<file path="src/rtl/seg7_pkg.sv">
// Shared constants and types for the seven-segment scan driver.
// Latency: n/a (package only).
// Backpressure: n/a (package only).
//
// Holds the active-low segment code table, the blank/none patterns for the
// segment and anode buses, and small helpers shared by the scan logic.
package seg7_pkg;

    // Number of digit positions on the board display.
    localparam int DIGITS = 8;

    // All segments off (active low) and no anode driven (active low).
    localparam logic [6:0] SEG_BLANK = 7'h7F;
    localparam logic [7:0] SEL_NONE  = 8'hFF;

    // Active-low segment codes, bit order {g,f,e,d,c,b,a}, indexed by nibble.
    // Listed from nibble F down to nibble 0 so that index k selects digit k.
    localparam logic [15:0][6:0] SEG_CODES = {
        7'h0E, 7'h06, 7'h21, 7'h46,   // F E D C
        7'h03, 7'h08, 7'h10, 7'h00,   // B A 9 8
        7'h78, 7'h02, 7'h12, 7'h19,   // 7 6 5 4
        7'h30, 7'h24, 7'h79, 7'h40    // 3 2 1 0
    };

    typedef logic [3:0]                nibble_t;
    typedef logic [$clog2(DIGITS)-1:0] idx_t;

    // One output frame of the display pins: segments plus anode selects.
    typedef struct packed {
        logic [6:0] led;
        logic [7:0] sel;
    } disp_t;

    localparam disp_t DISP_OFF = '{led: SEG_BLANK, sel: SEL_NONE};

    // Active-low one-hot anode select for digit position i.
    function automatic logic [7:0] sel_onehot_low(input idx_t i);
        return ~(8'h01 << i);
    endfunction

endpackage

</file>
<file path="src/rtl/hex_to_seg7.sv">
// Nibble to seven-segment decoder (active-low outputs, {g,f,e,d,c,b,a}).
// Latency: combinational, zero cycles.
// Backpressure: none; pure lookup.
//
// Ports:
//   nibble  in  4  hex digit value 0..F
//   seg     out 7  active-low segment pattern for that digit
module hex_to_seg7
    import seg7_pkg::*;
(
    input  logic [3:0] nibble,
    output logic [6:0] seg
);

    assign seg = SEG_CODES[nibble];

endmodule

</file>
<file path="src/rtl/hex_scan_driver.sv">
// Time-multiplexed 8-digit common-anode seven-segment driver with frame-aligned double buffering.
// Latency: outputs registered, one cycle behind idx/act_q/digit_en_i; a load shows within 8*SCAN_DIV+1 cycles.
// Backpressure: none; loads are never refused, a later load before the frame boundary replaces an earlier one.
//
// Ports:
//   clk_i       in  1   system clock
//   reset       in  1   synchronous active-high reset
//   hex_i       in  32  value to display, nibble k drives digit k (digit 0 rightmost)
//   load_i      in  1   single-cycle capture strobe for hex_i
//   digit_en_i  in  8   per-digit enable, 0 forces that digit blank
//   hex_led_o   out 7   active-low segments {g,f,e,d,c,b,a}
//   hex_sel_o   out 8   active-low digit anodes, one-hot-low when lit
//   pending_o   out 1   a loaded value is waiting for the next frame boundary
module hex_scan_driver
    import seg7_pkg::*;
#(
    parameter int SCAN_DIV = 100000,
    parameter bit BLANK_LZ = 1'b1
) (
    input  logic        clk_i,
    input  logic        reset,
    input  logic [31:0] hex_i,
    input  logic        load_i,
    input  logic [7:0]  digit_en_i,
    output logic [6:0]  hex_led_o,
    output logic [7:0]  hex_sel_o,
    output logic        pending_o
);

    localparam int CNT_W = (SCAN_DIV > 1) ? $clog2(SCAN_DIV) : 1;
    localparam logic [CNT_W-1:0] CNT_LAST = CNT_W'(SCAN_DIV - 1);
    localparam idx_t IDX_LAST = idx_t'(DIGITS - 1);

    // ------------------------------------------------------------------
    // Prescaler and digit index
    // ------------------------------------------------------------------
    logic [CNT_W-1:0] presc_q;
    idx_t             idx_q;
    logic             tick;
    logic             frame_wrap;

    assign tick       = (presc_q == CNT_LAST);
    assign frame_wrap = tick && (idx_q == IDX_LAST);

    always_ff @(posedge clk_i) begin
        if (reset) begin
            presc_q <= '0;
        end else if (tick) begin
            presc_q <= '0;
        end else begin
            presc_q <= presc_q + CNT_W'(1);
        end
    end

    // idx_q is exactly three bits wide, so 7 -> 0 wraps naturally.
    always_ff @(posedge clk_i) begin
        if (reset) begin
            idx_q <= '0;
        end else if (tick) begin
            idx_q <= idx_q + idx_t'(1);
        end
    end

    // ------------------------------------------------------------------
    // Double buffer: pend_q collects loads, act_q changes only at the
    // frame boundary so no frame mixes two values.
    // ------------------------------------------------------------------
    logic [31:0] pend_q;
    logic [31:0] act_q;
    logic        pend_v;

    always_ff @(posedge clk_i) begin
        if (reset) begin
            pend_q <= '0;
            act_q  <= '0;
            pend_v <= 1'b0;
        end else if (load_i && frame_wrap) begin
            // A load landing on the boundary bypasses the pending stage;
            // any older pending value is superseded by this newer one.
            act_q  <= hex_i;
            pend_v <= 1'b0;
        end else if (load_i) begin
            pend_q <= hex_i;
            pend_v <= 1'b1;
        end else if (frame_wrap && pend_v) begin
            act_q  <= pend_q;
            pend_v <= 1'b0;
        end
    end

    // ------------------------------------------------------------------
    // Blanking
    // upper_zero[k] is set when nibbles k..7 of act_q are all zero, so a
    // digit is a leading zero exactly when its own upper_zero bit is set.
    // ------------------------------------------------------------------
    logic [DIGITS-1:0] upper_zero;
    logic [DIGITS-1:0] blank_mask;

    always_comb begin
        upper_zero = '0;
        upper_zero[DIGITS-1] = (act_q[4*(DIGITS-1) +: 4] == 4'h0);
        for (int k = DIGITS - 2; k >= 0; k--) begin
            upper_zero[k] = upper_zero[k+1] && (act_q[4*k +: 4] == 4'h0);
        end
    end

    always_comb begin
        blank_mask = '0;
        for (int k = 0; k < DIGITS; k++) begin
            // Digit 0 always shows something so a zero value reads as "0".
            blank_mask[k] = !digit_en_i[k] || (BLANK_LZ && (k != 0) && upper_zero[k]);
        end
    end

    // ------------------------------------------------------------------
    // Segment decode of the currently scanned nibble
    // ------------------------------------------------------------------
    nibble_t    cur_nibble;
    logic [6:0] cur_seg;

    assign cur_nibble = act_q[{idx_q, 2'b00} +: 4];

    hex_to_seg7 u_hex_to_seg7 (
        .nibble (cur_nibble),
        .seg    (cur_seg)
    );

    // ------------------------------------------------------------------
    // Output registers
    // ------------------------------------------------------------------
    disp_t disp_d;
    disp_t disp_q;

    always_comb begin
        disp_d = DISP_OFF;
        if (!blank_mask[idx_q]) begin
            disp_d.led = cur_seg;
            disp_d.sel = sel_onehot_low(idx_q);
        end
    end

    always_ff @(posedge clk_i) begin
        if (reset) begin
            disp_q <= DISP_OFF;
        end else begin
            disp_q <= disp_d;
        end
    end

    assign hex_led_o = disp_q.led;
    assign hex_sel_o = disp_q.sel;
    assign pending_o = pend_v;

endmodule
</file>
<file path="config.mk">
export PLATFORM = sky130hd
export DESIGN_NAME = hex_scan_driver
export DESIGN_NICKNAME = d
export VERILOG_FILES = /design/src/rtl/seg7_pkg.sv /design/src/rtl/hex_to_seg7.sv /design/src/rtl/hex_scan_driver.sv
export SDC_FILE = /design/constraint.sdc
export NUM_CORES = 1
export LEC_CHECK = 0
export BUFFER_PORTS_ARGS = -buffer_cell sky130_fd_sc_hd__buf_2
export CAP_MARGIN = 25
export CORE_MARGIN = 1
export CORE_UTILIZATION = 30
export DETAILED_ROUTE_END_ITERATION = 16
export PLACE_DENSITY = 0.58
export REMOVE_ABC_BUFFERS = 1
export SETUP_SLACK_MARGIN = 0.02
export SYNTH_ARGS = -nofsm -noshare
export SYNTH_HDL_FRONTEND = slang
export SYNTH_SLANG_ARGS = --single-unit
</file>
<file path="constraint.sdc">
create_clock -name clk_i -period 7.5 [get_ports clk_i]
set_clock_uncertainty 0.1 [all_clocks]
set_input_delay 1.125 -clock clk_i [delete_from_list [all_inputs] [get_ports clk_i]]
set_output_delay 1.125 -clock clk_i [all_outputs]
set_load 0.005 [all_outputs]
</file>
======== After elaboration in Yosys (flattened, before gate mapping) ========
Memories as Yosys holds them, arrays and structs flattened. A register that Yosys moved wholly into a read port is not among the register bits.
Cells that the tools add are included.
cells by class
  $add $sub $neg .......................... 2
  $lt $le $gt $ge ......................... 1
  eq/ne operators ......................... 3
  shift operators ......................... 2
  mux-type cells .......................... 7
  bitwise logic cells ..................... 2
  reductions and logical operators ........ 38
operators by type and width
  cell                   number
  $mux 32                3
  $shiftx 32x6->4        1
  $logic_not 4->1        7
  $add 17x1->17 const B  1
  $eq 17x17->1 const B   1
  $logic_and 1x1->1      9
  $logic_not 1->1        8
  $not 8->8              1
  $shl 1x3->8 const A    1
  $logic_or 1x1->1       7
  $reduce_or 2->1        3
  $lt 3x4->1 const B     1
  $reduce_and 2->1       2
  $reduce_bool 2->1      2
  $add 3x1->3 const B    1
  $bmux 1 s3             1
  $eq 3x3->1 const B     1
  $mux 1                 3
  $ne 2x1->1 const B     1
  $not 1->1              1
word-level totals
  flip-flop bits (word level) ............. 93
  bits in read-only memories .............. 112
  bits of input ports ..................... 43
  output and inout bits ................... 16
  logic and storage cells ................. 62
  memories kept ........................... 1
memory list
  memory            words  bits a word  read ports  clocked after Yosys merged registers in  wr ports  RTL line           source
  (name not given)  16     7            1           1                                        0         hex_to_seg7.sv:15  assign seg = SEG_CODES[nibble];

======== Depth between registers and ports, before layout ========
Gate-level depths: netlist of the first run.
  depth after elaboration ................. 11
  mapped depth ............................ 10

======== Cells and area by module ========
From an unflattened synthesis of the first run, not the netlist that was laid out.
second synthesis, totals
  cells, all modules ...................... 442
  area, all modules ....................... 4581.9 sq um
modules (own cells, without submodules)
  module           instances  cells an instance  area each (sq um)
  hex_scan_driver  1          410                4306.6
  hex_to_seg7      1          32                 275.3

======== Worst setup path after synthesis of the first run ========
OpenSTA, ideal clock, no wires.
  path type ............................... flip-flop to flip-flop
  start point ............................. register idx_q[0]
  end point ............................... register, netlist name hex_led_o[5]
  arrival time ............................ 2454 ps
  data required time ...................... 7259 ps
  path slack .............................. 4804 ps
  stages on the path, launching flop included .. 10
  path buffers ............................ 2
  cells stage by stage .................... dfxtp_1 > buf_2 > buf_2 > mux4_2 > mux2i_1 > inv_1 > ha_1 > mux2_2 > a22oi_1 > nand3_1
between the ends
  word-level cells in the longest chain between the ends .. 3
  elaborated cells on any way between the ends .. 4
  those cells by class .................... shift: 1; mux: 2; reduce/logical: 1
ends and longest elaborated chain
  item                                                                     RTL line               source
  start, declared                                                          hex_scan_driver.sv:38  idx_t idx_q;
  start signal, assigned                                                   hex_scan_driver.sv:60  idx_q <= idx_q + idx_t'(1);
  parallel branches: the longest is 3 deep, another holds $shiftx 32x6->4  --
Several ways; the timed one is not identified. The select of a mux whose other input is x is not followed.
A chain may end at the register's enable or synchronous reset.

======== Final worst setup path of the first run ========
  start point ............................. register idx_q[0]
  end point ............................... register, netlist name hex_led_o[5]
between the ends
  word-level cells in the longest chain between the ends .. 3
  elaborated cells on any way between the ends .. 4
  those cells by class .................... shift: 1; mux: 2; reduce/logical: 1
ends and longest elaborated chain
  item
  parallel branches: the longest is 3 deep, another holds $shiftx 32x6->4
Several ways; the timed one is not identified. The select of a mux whose other input is x is not followed.

==> impl_metrics.json, run 1 <==
{
  "p_int_uw": 817,
  "synth_flop_cell": "dfxtp_1",
  "syn_inst": 505,
  "fmax_mhz": 313,
  "drive_gt1_frac": 0.195,
  "synth.cell_area_um2": 4560,
  "synth_edf_count": 0,
  "irDropWorstVdd_uv": 125,
  "final_area_um2": 5280,
  "dpl.hpwl_mm": 7.33,
  "antenna_found_initial": 0,
  "syn_area_per_cell_um2": 9.03,
  "seq_area_frac_synth": 0.439,
  "dr.first_iter.drc_count": 225,
  "die_h_um": 125,
  "io_pins": 59,
  "timing.critical_path.to": "hex_led_o[5]$_SDFF_PP1_",
  "wl_per_cell_um": 13.8,
  "port_buffers": 58,
  "cts_resized": 0,
  "post_cts_buffers": 0,
  "dr.pass1.iters": 13,
  "cts_tree": "yes",
  "area_growth_pct": 15.8,
  "reg2reg_to": "hex_led_o[5]$_SDFF_PP1_",
  "power_switching_uw": 238,
  "track_usage": 0.137,
  "worst_ep_required_time_ns": 7.59,
  "cts.clk_slew.worst_paths_ns": 0.07,
  "cp_data_arrival_time_ns": 3.28,
  "status": "finished with violations",
  "cts_buffers": 9,
  "htree_num_levels": 3,
  "yosysTopAreaCellShare": 0.439,
  "end_kind": "register",
  "tightest_slew_ns": 0.814,
  "grt_start_max_net_pins": 42,
  "antenna_cells": 0,
  "violations": "design-rule violations",
  "clkLatencyLatePin_ns": 0.34,
  "cts_root_buf": "clkbuf_16",
  "yosysUniqueCellTypes": 51,
  "swShare": 0.225,
  "fp.dieW_um": 125,
  "vias": 3535,
  "netlist_top_cells_area": "dfxtp_1 (44%), nor2_1 (11%), mux2i_1 (7.5%)",
  "yosysTopAreaCell": "dfxtp_1",
  "gp_congestion": 0.761,
  "holdBufCountCts": 0,
  "gr-total-overflow": 0,
  "start_util": 0.310,
  "drcViolationCount": 3,
  "core_um2": 14700,
  "leakagePower_uw": 0.00207,
  "whs_ns": 0.357,
  "final_max_slew_viol_count": 0,
  "finalSetupTns_ns": 0,
  "power_frac_comb": 0.065,
  "drv_cap": 0,
  "clockBufferDepth": 2,
  "setup-violations-final": 0,
  "async_reset_ff_frac": 0,
  "grt_pass1_wl_mm": 17.3,
  "cp_max_fo": 17,
  "pwr_density_cell_nw_per_um2": 200,
  "period_needed_ns": 3.19,
  "crit_start": "idx_q[0]$_SDFFE_PP0N_",
  "rsz0062_at_grt": "no",
  "fin_nets": 604,
  "p_clk_frac": 0.413,
  "die_area_um2": 15700,
  "relSlewSlack": 0.446,
  "power_frac_seq": 0.522,
  "finalWorstSetupSlack_ns": 4.31,
  "rows": 44,
  "place_area_um2": 4980,
  "r2r-start": "idx_q[0]$_SDFFE_PP0N_",
  "worstHoldPathType": "register to register",
  "final_core_util": 0.359,
  "rr_worst_depth": 7,
  "ys_seq_elements": 100,
  "fin_crit_sh": 0.425,
  "clock-sinks": 100,
  "critPathKind": "register to register",
  "hold_violations": 0,
  "wl_mm": 10.2,
  "yosys_warnings": 0,
  "reg2reg_slack_ns": 4.31,
  "grt_pass1_vias": 3506,
  "dpl_worst_slack_ns": 3.94,
  "routed_via_density": 4.80,
  "startpoint_type": "register",
  "postRouteAntennaNets": 0
}
synthesized netlist by cell type, types with 9 or more instances:
master	instances
nor2_1	129
dfxtp_1	100
nand2_1	48
mux2i_1	34
o31ai_1	26
nand3_1	14
clkbuf_1	13
ha_1	13
inv_1	11
xnor2_1	10
buf_2	9
layout make-up:
class	count	area (µm²)
Timing Repair Buffer	63	355
Clock inverter	3	21.3
Tap cell	184	230
Fill cell	1529	9420
Sequential cell	100	2000
Multi-Input combinational cell	361	2360
Inverter	13	48.8
Clock buffer	13	260
per-stage QoR:
| step | power [µW] | instances |
|---|---|---|
| floorplan | 602 | 474 |
| global placement | 630 | 719 |
| detailed placement | 632 | 720 |
| CTS | 1070 | 736 |
| global route | 1100 | 737 |
| finish | 1060 | 737 |
worst min-delay path by stage:
stage / startpoint / end / cells past startpoint
after global routing: presc_q[0]$_SDFF_PP0_ / presc_q[0]$_SDFF_PP0_ / 1
after floorplan: presc_q[0]$_SDFF_PP0_ / presc_q[0]$_SDFF_PP0_ / 1
after global placement: presc_q[0]$_SDFF_PP0_ / presc_q[0]$_SDFF_PP0_ / 1
after detailed placement: act_q[3]$_SDFFE_PP0P_ / act_q[3]$_SDFFE_PP0P_ / 2
final: presc_q[0]$_SDFF_PP0_ / presc_q[0]$_SDFF_PP0_ / 1
after CTS: presc_q[0]$_SDFF_PP0_ / presc_q[0]$_SDFF_PP0_ / 1
kinds of logic (layout without fill, tap and decap cells):
| group | after synthesis | after routing | synth area share |
|---|---|---|---|
| and+or+nand+nor | 225 | 225 | 0.216 |
| DFF | 100 | 100 | 0.439 |
| xor gates and xnor gates | 17 | 17 | 0.0326 |
| adders and majority gates | 13 | 13 | 0.0357 |
| AOI/OAI and AO/OA | 58 | 58 | 0.0988 |
| muxes | 48 | 48 | 0.129 |
| buffers and inverters | 44 | 92 | 0.0480 |
flip-flops by register name, indices dropped and copies added, names as in the netlist:
register,count
act_q,32
hex_led_o,7
hex_sel_o,8
pending_o,1
pend_q,32
presc_q,17
idx_q,3
power by group through the flow:
stage | Sequential (µW) | Combinational (µW) | Clock [µW]
floorplan | 562 | 40.1 | 0
global placement | 563 | 67.3 | 0
detailed placement | 563 | 68.7 | 0
CTS | 551 | 68.9 | 451
global route | 553 | 77.7 | 472
finish | 551 | 68.3 | 436
cells in the final DEF, fill, tap and decap left out, types with 3 or more instances in the layout:
master and n:
a21oi_1 4, a22oi_1 3, buf_2 58, buf_4 3, clkbuf_16 9, dfxtp_1 100, ha_1 13, inv_1 11
mux2_2 5, mux2i_1 34, mux4_2 8, nand2_1 48, nand3_1 14, nand4_1 4, nor2_1 129, nor3_1 3
nor4_1 8, o2111ai_1 4, o21ai_0 3, o31ai_1 26, o31ai_2 6, or2_2 3, xnor2_1 10, xor2_1 7
metal layers:
metal / part of all wire / routed length [µm] / vias up / track usage
met5: 0 / 0 / - / 0
met4: 0.014 / 142 / 0 / 0.0445
met3: 0.033 / 337 / 8 / 0.0325
met2: 0.47 / 4810 / 64 / 0.229
met1: 0.48 / 4890 / 1645 / 0.173
li1: - / - / 1818 / -
critical path: stages, from the launching register on:
cell	delay, ns
dfxtp_1	0.84
mux4_2	0.61
mux2i_1	0.49
inv_1	0.17
ha_1	0.27
mux2_2	0.28
a22oi_1	0.17
nand3_1	0.09
No activity file was read; power rests on OpenSTA's default activity.
==> inputs of run 2 (changes only) <==
Clock period 7.5 ns to 3.21 ns, I/O delays scaled along.
==> run 2 against run 1 <==
The run still ends with design-rule violations left. Global-route usage rose by 0.68 points. Wire length rose by 4.1%. Clock power rose to 2.5 times the previous value. Non-clock buffer count rose by 5. Hold slack got worse by 0.062 ns. Largest power group unchanged.
==> impl_metrics.json, run 2 (same netlist as run 1, synthesis figures left out) <==
{
  "drive_gt1_frac": 0.203,
  "io_pins": 59,
  "core_um2": 14700,
  "power_switching_uw": 552,
  "gp_congestion": 0.813,
  "top_regs": "act_q (32), pend_q (32), presc_q (17)",
  "start_util": 0.310,
  "crit_start": "idx_q[0]$_SDFFE_PP0N_",
  "relSlewSlack": 0.576,
  "timing.critical_path.cells": "mux4_2 > mux2i_1 > inv_1 > ha_1 > mux2_2 > a22oi_1 > nand3_1",
  "place_area_um2": 5020,
  "grt_pass1_vias": 3647,
  "grt_start_max_net_pins": 35,
  "vias": 3627,
  "final_max_slew_viol_count": 0,
  "irDropWorstVdd_uv": 229,
  "cts_root_buf": "clkbuf_16",
  "period_needed_ns": 2.80,
  "startpoint_type": "register",
  "cts.clk_slew.worst_paths_ns": 0.06,
  "finalSetupTns_ns": 0,
  "drcViolationCount": 4,
  "routed_via_density": 4.89,
  "antenna_cells": 0,
  "critPathKind": "register to register",
  "status": "finished with violations",
  "wl_mm": 10.6,
  "power_frac_seq": 0.507,
  "grt_pass1_wl_mm": 18.0,
  "cpPeakStageDelay_ns": 0.59,
  "pwr_density_cell_nw_per_um2": 477,
  "fin_crit_sh": 0.871,
  "crit_slowest_cell": "dfxtp_1",
  "antenna_found_initial": 0,
  "final_cell_mix": "nor2_1 (129), dfxtp_1 (100), buf_2 (58)",
  "worst_ep_required_time_ns": 3.30,
  "r2r-start": "idx_q[0]$_SDFFE_PP0N_",
  "clock-sinks": 100,
  "final_common_cell": "nor2_1",
  "port_buffers": 58,
  "area_growth_pct": 16.7,
  "cp_data_arrival_time_ns": 2.89,
  "dr.first_iter.drc_count": 273,
  "seqCellArea_um2": 2000,
  "clkLatencyLatePin_ns": 0.34,
  "power_frac_comb": 0.064,
  "cts_tree": "yes",
  "rows": 44,
  "swShare": 0.218,
  "fmax_mhz": 358,
  "clockBufferDepth": 2,
  "fin_nets": 609,
  "hp-start": "hex_i[27]",
  "wl_per_cell_um": 14.3,
  "rsz0062_at_grt": "no",
  "cp_max_fo": 9,
  "htree_num_levels": 3,
  "end_kind": "register",
  "final_area_um2": 5320,
  "multi_input_area_um2": 2360,
  "violations": "design-rule violations",
  "p_int_uw": 1990,
  "die_h_um": 125,
  "worstHoldPathType": "primary input to register",
  "setup-violations-final": 0,
  "post_cts_buffers": 0,
  "hold_violations": 0,
  "dpl.hpwl_mm": 7.56,
  "drv_cap": 0,
  "track_usage": 0.144,
  "die_area_um2": 15700,
  "tightest_slew_ns": 0.632,
  "holdBufCountCts": 0,
  "cts_resized": 0,
  "p_clk_frac": 0.428,
  "fp.dieW_um": 125,
  "gr-total-overflow": 0,
  "cts_buffers": 9,
  "dr.pass1.iters": 10,
  "leakagePower_uw": 0.00210,
  "fill_cells": 1484,
  "postRouteAntennaNets": 0
}
run 2: changes by cell type in the layout (fill, tap and decap cells not counted), sizes merged:
cell / before / now
buf: 63 / 68
bufinv: 0 / 1
clkbuf: 13 / 12
clkinv: 3 / 2
run 2: final timing paths:
path / end / slack [ns] / cells past startpoint
worst max register to register: hex_led_o[5]$_SDFF_PP1_ / 0.41 / 7
worst min register to register: presc_q[0]$_SDFF_PP0_ / 0.35 / 1
worst min-delay path: pend_q[27]$_SDFFE_PP0P_ / 0.30 / 3
worst max-delay path: hex_led_o[5]$_SDFF_PP1_ / 0.41 / 7
run 2: power groups by stage:
stage / logic [µW] / clock network, µW / registers (µW)
after CTS: 166 / 1110 / 1290
after detailed placement: 166 / 0 / 1320
after floorplan: 93.6 / 0 / 1310
final: 163 / 1090 / 1290
after global routing: 185 / 1170 / 1290
after global placement: 163 / 0 / 1310
run 2: area by class of cell:
type	instances	share of cell area
clock buffers	12	0.0482
inverters	13	0.00917
flip-flops and latches	100	0.376
well taps	184	0.0432
multi-input cells	361	0.444
clock inverters	3	0.00870
repair buffers	68	0.0710
run 2: routing by layer:
layer / track usage / vias up / routed length [µm]
met2: 0.240 / 65 / 5040
met5: 0 / - / 0
met1: 0.182 / 1729 / 5060
met3: 0.0321 / 7 / 374
li1: - / 1826 / -
met4: 0.0524 / 0 / 127
run 2: worst max-delay path, delay by kind of cell, from the launching register on:
kind	cells	cell delay, ns
buffers and inverters	1	0.17
adder cells (fa/ha/maj)	1	0.27
AO/OA/AOI/OAI	1	0.14
AND/OR/NAND/NOR	1	0.09
flip-flops	1	0.59
multiplexers	3	1.29
run 2: stage by stage:
stage / utilization / worst slack [ns] / total power [µW] / cells / hold slack, ns
finish: 0.362 / 0.414 / 2540 / 741 / 0.295
global route: 0.362 / 0.193 / 2640 / 741 / 0.296
CTS: 0.362 / 0.404 / 2570 / 741 / 0.289
detailed placement: 0.342 / 0.415 / 1480 / 726 / 0.334
global placement: 0.342 / 0.523 / 1480 / 726 / 0.328
floorplan: - / -0.888 / 1410 / 474 / 0.318
